===== config.mk =====
export PLATFORM = sky130hd
export DESIGN_NAME = piso_uart_tx_flat
export DESIGN_NICKNAME = d
export VERILOG_FILES = /design/src/rtl/piso_uart_tx_if.sv /design/src/rtl/piso_uart_tx.sv /design/src/flat_wrapper.sv
export SDC_FILE = /design/constraint.sdc
export NUM_CORES = 1
export LEC_CHECK = 0
export CORE_ASPECT_RATIO = 1.75
export CORE_MARGIN = 2
export CORE_UTILIZATION = 38
export CTS_CLUSTER_DIAMETER = 150
export DETAILED_ROUTE_END_ITERATION = 10
export GPL_TIMING_DRIVEN = 0
export PLACE_DENSITY_LB_ADDON = 0.2
export SYNTH_ARGS = -nofsm -noshare
export SYNTH_HDL_FRONTEND = slang
export SYNTH_SLANG_ARGS = --single-unit

===== constraint.sdc =====
create_clock -name baud_clk -period 3.45 [get_ports baud_clk]
set_clock_uncertainty 0.15 [all_clocks]
set_input_delay 1.035 -clock baud_clk [delete_from_list [all_inputs] [get_ports baud_clk]]
set_output_delay 1.035 -clock baud_clk [all_outputs]
set_load 0.02 [all_outputs]

===== src/rtl/piso_uart_tx_if.sv =====
// Handshake and serial-side signals of the UART transmit serializer.
// The master drives the byte and framing request; the slave drives the line and status.
interface piso_uart_tx_if;
  logic       send;
  logic [7:0] data_in;
  logic [1:0] parity_type;
  logic       stop_bits;
  logic       data_tx;
  logic       active_flag;
  logic       done_flag;

  modport master (
    output send, data_in, parity_type, stop_bits,
    input  data_tx, active_flag, done_flag
  );

  modport slave (
    input  send, data_in, parity_type, stop_bits,
    output data_tx, active_flag, done_flag
  );
endinterface


===== src/rtl/piso_uart_tx.sv =====
// UART transmit serializer: start bit, 8 data bits LSB-first, optional parity, 1 or 2 stop bits.
// Each bit is held for OVERSAMPLE baud_clk cycles; every output comes straight from a flop.
module piso_uart_tx #(
  parameter int unsigned OVERSAMPLE = 16,
  parameter int unsigned CNT_W      = 4
) (
  input logic             baud_clk,
  input logic             reset,
  piso_uart_tx_if.slave   bus
);

  localparam logic [2:0] StIdle   = 3'd0;
  localparam logic [2:0] StStart  = 3'd1;
  localparam logic [2:0] StData   = 3'd2;
  localparam logic [2:0] StParity = 3'd3;
  localparam logic [2:0] StStop   = 3'd4;

  logic [2:0]       state_q, state_d;
  logic [CNT_W-1:0] cnt_q, cnt_d;
  logic [2:0]       idx_q, idx_d;
  logic [2:0]       idx_nxt;
  logic             stop_half_q, stop_half_d;
  logic [7:0]       data_q, data_d;
  logic [1:0]       ptype_q, ptype_d;
  logic             stop2_q, stop2_d;
  logic             tx_q, tx_d;
  logic             active_q, active_d;
  logic             done_q, done_d;
  logic             cnt_last;
  logic             par_en;
  logic             par_bit;

  assign cnt_last = (cnt_q == CNT_W'(OVERSAMPLE - 1));
  assign idx_nxt  = idx_q + 3'd1;
  assign par_en   = (ptype_q == 2'b01) || (ptype_q == 2'b10);
  // Even parity is the XOR of the byte; odd parity is its inverse.
  assign par_bit  = (ptype_q == 2'b01) ? ~(^data_q) : (^data_q);

  always_comb begin
    state_d     = state_q;
    cnt_d       = cnt_last ? '0 : cnt_q + CNT_W'(1);
    idx_d       = idx_q;
    stop_half_d = stop_half_q;
    data_d      = data_q;
    ptype_d     = ptype_q;
    stop2_d     = stop2_q;
    tx_d        = tx_q;
    active_d    = active_q;
    done_d      = 1'b0;

    case (state_q)
      StIdle: begin
        cnt_d    = '0;
        tx_d     = 1'b1;
        active_d = 1'b0;
        if (bus.send) begin
          data_d   = bus.data_in;
          ptype_d  = bus.parity_type;
          stop2_d  = bus.stop_bits;
          state_d  = StStart;
          tx_d     = 1'b0;
          active_d = 1'b1;
        end
      end
      StStart: begin
        if (cnt_last) begin
          state_d = StData;
          idx_d   = 3'd0;
          tx_d    = data_q[0];
        end
      end
      StData: begin
        if (cnt_last) begin
          if (idx_q == 3'd7) begin
            stop_half_d = 1'b0;
            if (par_en) begin
              state_d = StParity;
              tx_d    = par_bit;
            end else begin
              state_d = StStop;
              tx_d    = 1'b1;
            end
          end else begin
            idx_d = idx_nxt;
            tx_d  = data_q[idx_nxt];
          end
        end
      end
      StParity: begin
        if (cnt_last) begin
          state_d     = StStop;
          stop_half_d = 1'b0;
          tx_d        = 1'b1;
        end
      end
      StStop: begin
        if (cnt_last) begin
          if (stop2_q && !stop_half_q) begin
            stop_half_d = 1'b1;
          end else begin
            state_d  = StIdle;
            active_d = 1'b0;
            done_d   = 1'b1;
            tx_d     = 1'b1;
          end
        end
      end
      default: begin
        state_d  = StIdle;
        tx_d     = 1'b1;
        active_d = 1'b0;
      end
    endcase
  end

  always_ff @(posedge baud_clk or posedge reset) begin
    if (reset) begin
      state_q     <= StIdle;
      cnt_q       <= '0;
      idx_q       <= 3'd0;
      stop_half_q <= 1'b0;
      data_q      <= 8'd0;
      ptype_q     <= 2'd0;
      stop2_q     <= 1'b0;
      tx_q        <= 1'b1;
      active_q    <= 1'b0;
      done_q      <= 1'b0;
    end else begin
      state_q     <= state_d;
      cnt_q       <= cnt_d;
      idx_q       <= idx_d;
      stop_half_q <= stop_half_d;
      data_q      <= data_d;
      ptype_q     <= ptype_d;
      stop2_q     <= stop2_d;
      tx_q        <= tx_d;
      active_q    <= active_d;
      done_q      <= done_d;
    end
  end

  assign bus.data_tx     = tx_q;
  assign bus.active_flag = active_q;
  assign bus.done_flag   = done_q;

endmodule


===== src/flat_wrapper.sv =====
// flat-port wrapper written by rule: the top's interface ports become plain ports
module piso_uart_tx_flat 
#(
  parameter int unsigned OVERSAMPLE = 16,
  parameter int unsigned CNT_W      = 4
)
  (baud_clk, reset, bus_send, bus_data_in, bus_parity_type, bus_stop_bits, bus_data_tx, bus_active_flag, bus_done_flag);
  piso_uart_tx_if bus_i ();
  input logic baud_clk;
  input logic reset;
  input wire logic [$bits(bus_i.send)-1:0] bus_send;
  input wire logic [$bits(bus_i.data_in)-1:0] bus_data_in;
  input wire logic [$bits(bus_i.parity_type)-1:0] bus_parity_type;
  input wire logic [$bits(bus_i.stop_bits)-1:0] bus_stop_bits;
  output wire logic [$bits(bus_i.data_tx)-1:0] bus_data_tx;
  output wire logic [$bits(bus_i.active_flag)-1:0] bus_active_flag;
  output wire logic [$bits(bus_i.done_flag)-1:0] bus_done_flag;
  assign bus_i.send = bus_send;
  assign bus_i.data_in = bus_data_in;
  assign bus_i.parity_type = bus_parity_type;
  assign bus_i.stop_bits = bus_stop_bits;
  assign bus_data_tx = bus_i.data_tx;
  assign bus_active_flag = bus_i.active_flag;
  assign bus_done_flag = bus_i.done_flag;
  piso_uart_tx #(.OVERSAMPLE(OVERSAMPLE), .CNT_W(CNT_W)) u_core (.baud_clk(baud_clk), .reset(reset), .bus(bus_i));
endmodule

==> impl_metrics.tcl <==
set metrics [dict create \
    route.met2.wl_um 1306 \
    overflow 0 \
    hpwl_um 1833 \
    vias 949 \
    netlist_area_mm2 0.001319 \
    clockRootBuffer "clkbuf_8" \
    worstPathArrival_ps 1400 \
    status "completed" \
    antenna_found_initial 0 \
    hp-class "reg2reg" \
    portBuffers 16 \
    tightest_slew_ps 927.2 \
    clock_path_buffers 2 \
    clkTransAtPathRegs_ps 80 \
    fin_crit_sh_pct 74.88 \
    drt-met1-wl_um 951 \
    ff2ff_path_depth 8 \
    final_layout_size_suffix_gt1_share_pct 11.59 \
    ys_warn_count 0 \
    cts_tree "built" \
    fin_nets 157 \
    switchingPower_mw 0.09507 \
    swShare_pct 19.67 \
    cp.required_ps 2260 \
    setup_viol 0 \
    syn_area_per_cell_um2 11.18 \
    dr.pass1.iters 4 \
    post-cts-setup-buffers 0 \
    hold_violations 0 \
    start_util_pct 39.21 \
    worstPathCellList "clkdlybuf4s50_1" \
    ant_nets 0 \
    layout_commonest_cell "dfrtp_1" \
    clkSinkCount 25 \
    yosys.area.top_type "dfrtp_1" \
    relSlewSlack_pct 38.12 \
    place_congestion 0.8584 \
    die_h_um 81.93 \
    crit_family "buffers and inverters" \
    viasPerCell 5.186 \
    clockPowerShare_pct 35.2 \
    dr_wl_met3_um 52 \
    drt-initial-drc-count 8 \
    p_int_mw 0.3882 \
    async_flop_share_pct 100.0 \
    worstHoldStart "u_core.bus.active_flag$_DFFE_PP0P_" \
    powerDensity_mw_per_mm2 305.8 \
    post_dp_cell_area_mm2 0.001535 \
    cp.buffers_inverters 1 \
    yosysSeqAreaShare_pct 47.53 \
    pre_cts_ws_ps 914.7 \
    grt_usage_pct 13.31 \
    htree_levels 1 \
    reg2reg_from "u_core.idx_q[0]$_DFFE_PP0P_" \
    ys_ff_latch 25 \
    design_area_mm2 0.001580 \
    crit_path_start_kind "flop" \
    final.min_clock_period_ps 2583 \
    cts_hold_buf 0 \
    fin_cells 183 \
    synth-edff-count 0 \
    crit_fanout 2 \
    syn-instance-count 118 \
    synth_area_leaders "dfrtp_1 46%, mux2_4 4.6%, mux2_1 4.3%, xnor2_1 4.0%, ha_1 3.8%" \
    synth_top_area_share_pct 45.54 \
    fin_setup_tns_ps 0 \
    area_growth_pct 19.83 \
    ys.flop_type "dfrtp_1" \
    p_seq_share_pct 60.6 \
    dp_cells 179 \
    irDropWorstVdd_mv 0.1984 \
    setup_slack_ps 866.7 \
    routed_wirelength_um 2360 \
    cts.repair.resized 0 \
    wl_per_cell_um 12.90 \
    fmax_mhz 387.1 \
    endpoint_kind "output pin" \
    pwr-share-comb_pct 4.2 \
    holdPathEnd "u_core.bus.active_flag$_DFFE_PP0P_" \
    final_max_slew_viol_count 0 \
    routed.top_layer "met4" \
    leakage_nw 0.7501 \
    grt_pass1_wl_um 4050 \
    cap_violations 0 \
    synth_cell_type_count 37 \
    rows 28 \
    grt_pass1_vias 951 \
    holdPathStages 1 \
    syn-num-nets 136 \
    core_mm2 0.003363 \
    r2r-end "u_core.bus.data_tx$_DFFE_PP1P_" \
    die_w_um 48.53 \
    cpPeakStageDelay_ps 600 \
    grt_setup_unrepaired "no" \
    drcViolationCount 0 \
    timing.hold.ws_ps 336.3 \
    pin_count 17 \
    utilization_pct 46.99 \
    dieArea_mm2 0.003976 \
    worstSetupPathType "reg2out" \
    grt_max_degree 26 \
    final_cell_mix "24 x dfrtp_1, 16 x clkdlybuf4s50_1, 12 x nand2_1, 7 x nor2_1" \
    r2r_slack_ps 1250 \
    power_mw 0.4833 \
    numCtsBuffers 3 \
    crit_slowest_cell "clkdlybuf4s50_1" \
    n_antenna_cell 0 \
    clk_latency_ps 270 \
]
## layer usage
layer / vias up / global-route usage (%)
met5: - / 0
met4: 0 / 6.857
met3: 5 / 1.818
met2: 14 / 26.25
met1: 468 / 13.57
li1: 462 / -
## layout make-up
cell class	instances	area, um2
sequential	25	626.9
fill	343	1783
tap	45	56.30
timing repair buffer	16	160.2
clock buffer	4	45.04
buffer	5	45.04
inverter	5	18.77
multi-input combinational	83	628.1
## cells in the mapped netlist, types with 2 or more instances
library cell,instances
dfrtp_1,24
nand2_1,12
nor2_1,7
o21ai_0,6
xnor2_1,6
a21oi_1,5
mux2_1,5
a21o_1,4
ha_1,4
inv_1,4
mux2_4,4
mux2i_1,4
o21ai_1,4
buf_6,3
nand3_1,2
nor2b_1,2
nor4_1,2
## registers in the layout, indices dropped and copies added, names as in the netlist
signal	cells
u_core.bus.done_flag	1
u_core.ptype_q	2
u_core.bus.data_tx	1
u_core.cnt_q	4
u_core.stop2_q	1
u_core.stop_half_q	1
u_core.idx_q	3
u_core.state_q	3
u_core.bus.active_flag	1
u_core.data_q	8
## logic make-up after synthesis
logic type | share of synthesized area, %
mux | 13.57
xor+xnor | 6.357
simple gates | 11.67
fa+ha+maj | 3.795
buf+inv | 4.838
flops | 47.53
compound gates | 12.24
## power groups by stage
| stage | Sequential, mW | Clock, mW | Combinational (mW) |
|---|---|---|---|
| global placement | 0.299 | 0 | 0.0205 |
| global route | 0.293 | 0.189 | 0.0229 |
| detailed placement | 0.299 | 0 | 0.0212 |
| CTS | 0.293 | 0.176 | 0.0212 |
| floorplan | 0.299 | 0 | 0.00454 |
| finish | 0.293 | 0.170 | 0.0202 |
## how the worst max path moves through the flow
stage / end / start / cells after the start / slack, ps
after floorplan: u_core.bus.data_tx$_DFFE_PP1P_ / u_core.idx_q[0]$_DFFE_PP0P_ / 8 / 1370
after global placement: u_core.data_q[1]$_DFFE_PP0P_ / bus_send / 5 / 880
after detailed placement: u_core.data_q[4]$_DFFE_PP0P_ / bus_send / 5 / 910
after CTS: bus_data_tx / u_core.bus.data_tx$_DFFE_PP1P_ / 1 / 860
after global routing: bus_data_tx / u_core.bus.data_tx$_DFFE_PP1P_ / 1 / 830
final: bus_data_tx / u_core.bus.data_tx$_DFFE_PP1P_ / 1 / 870
Power figures use the tool's default switching activity.
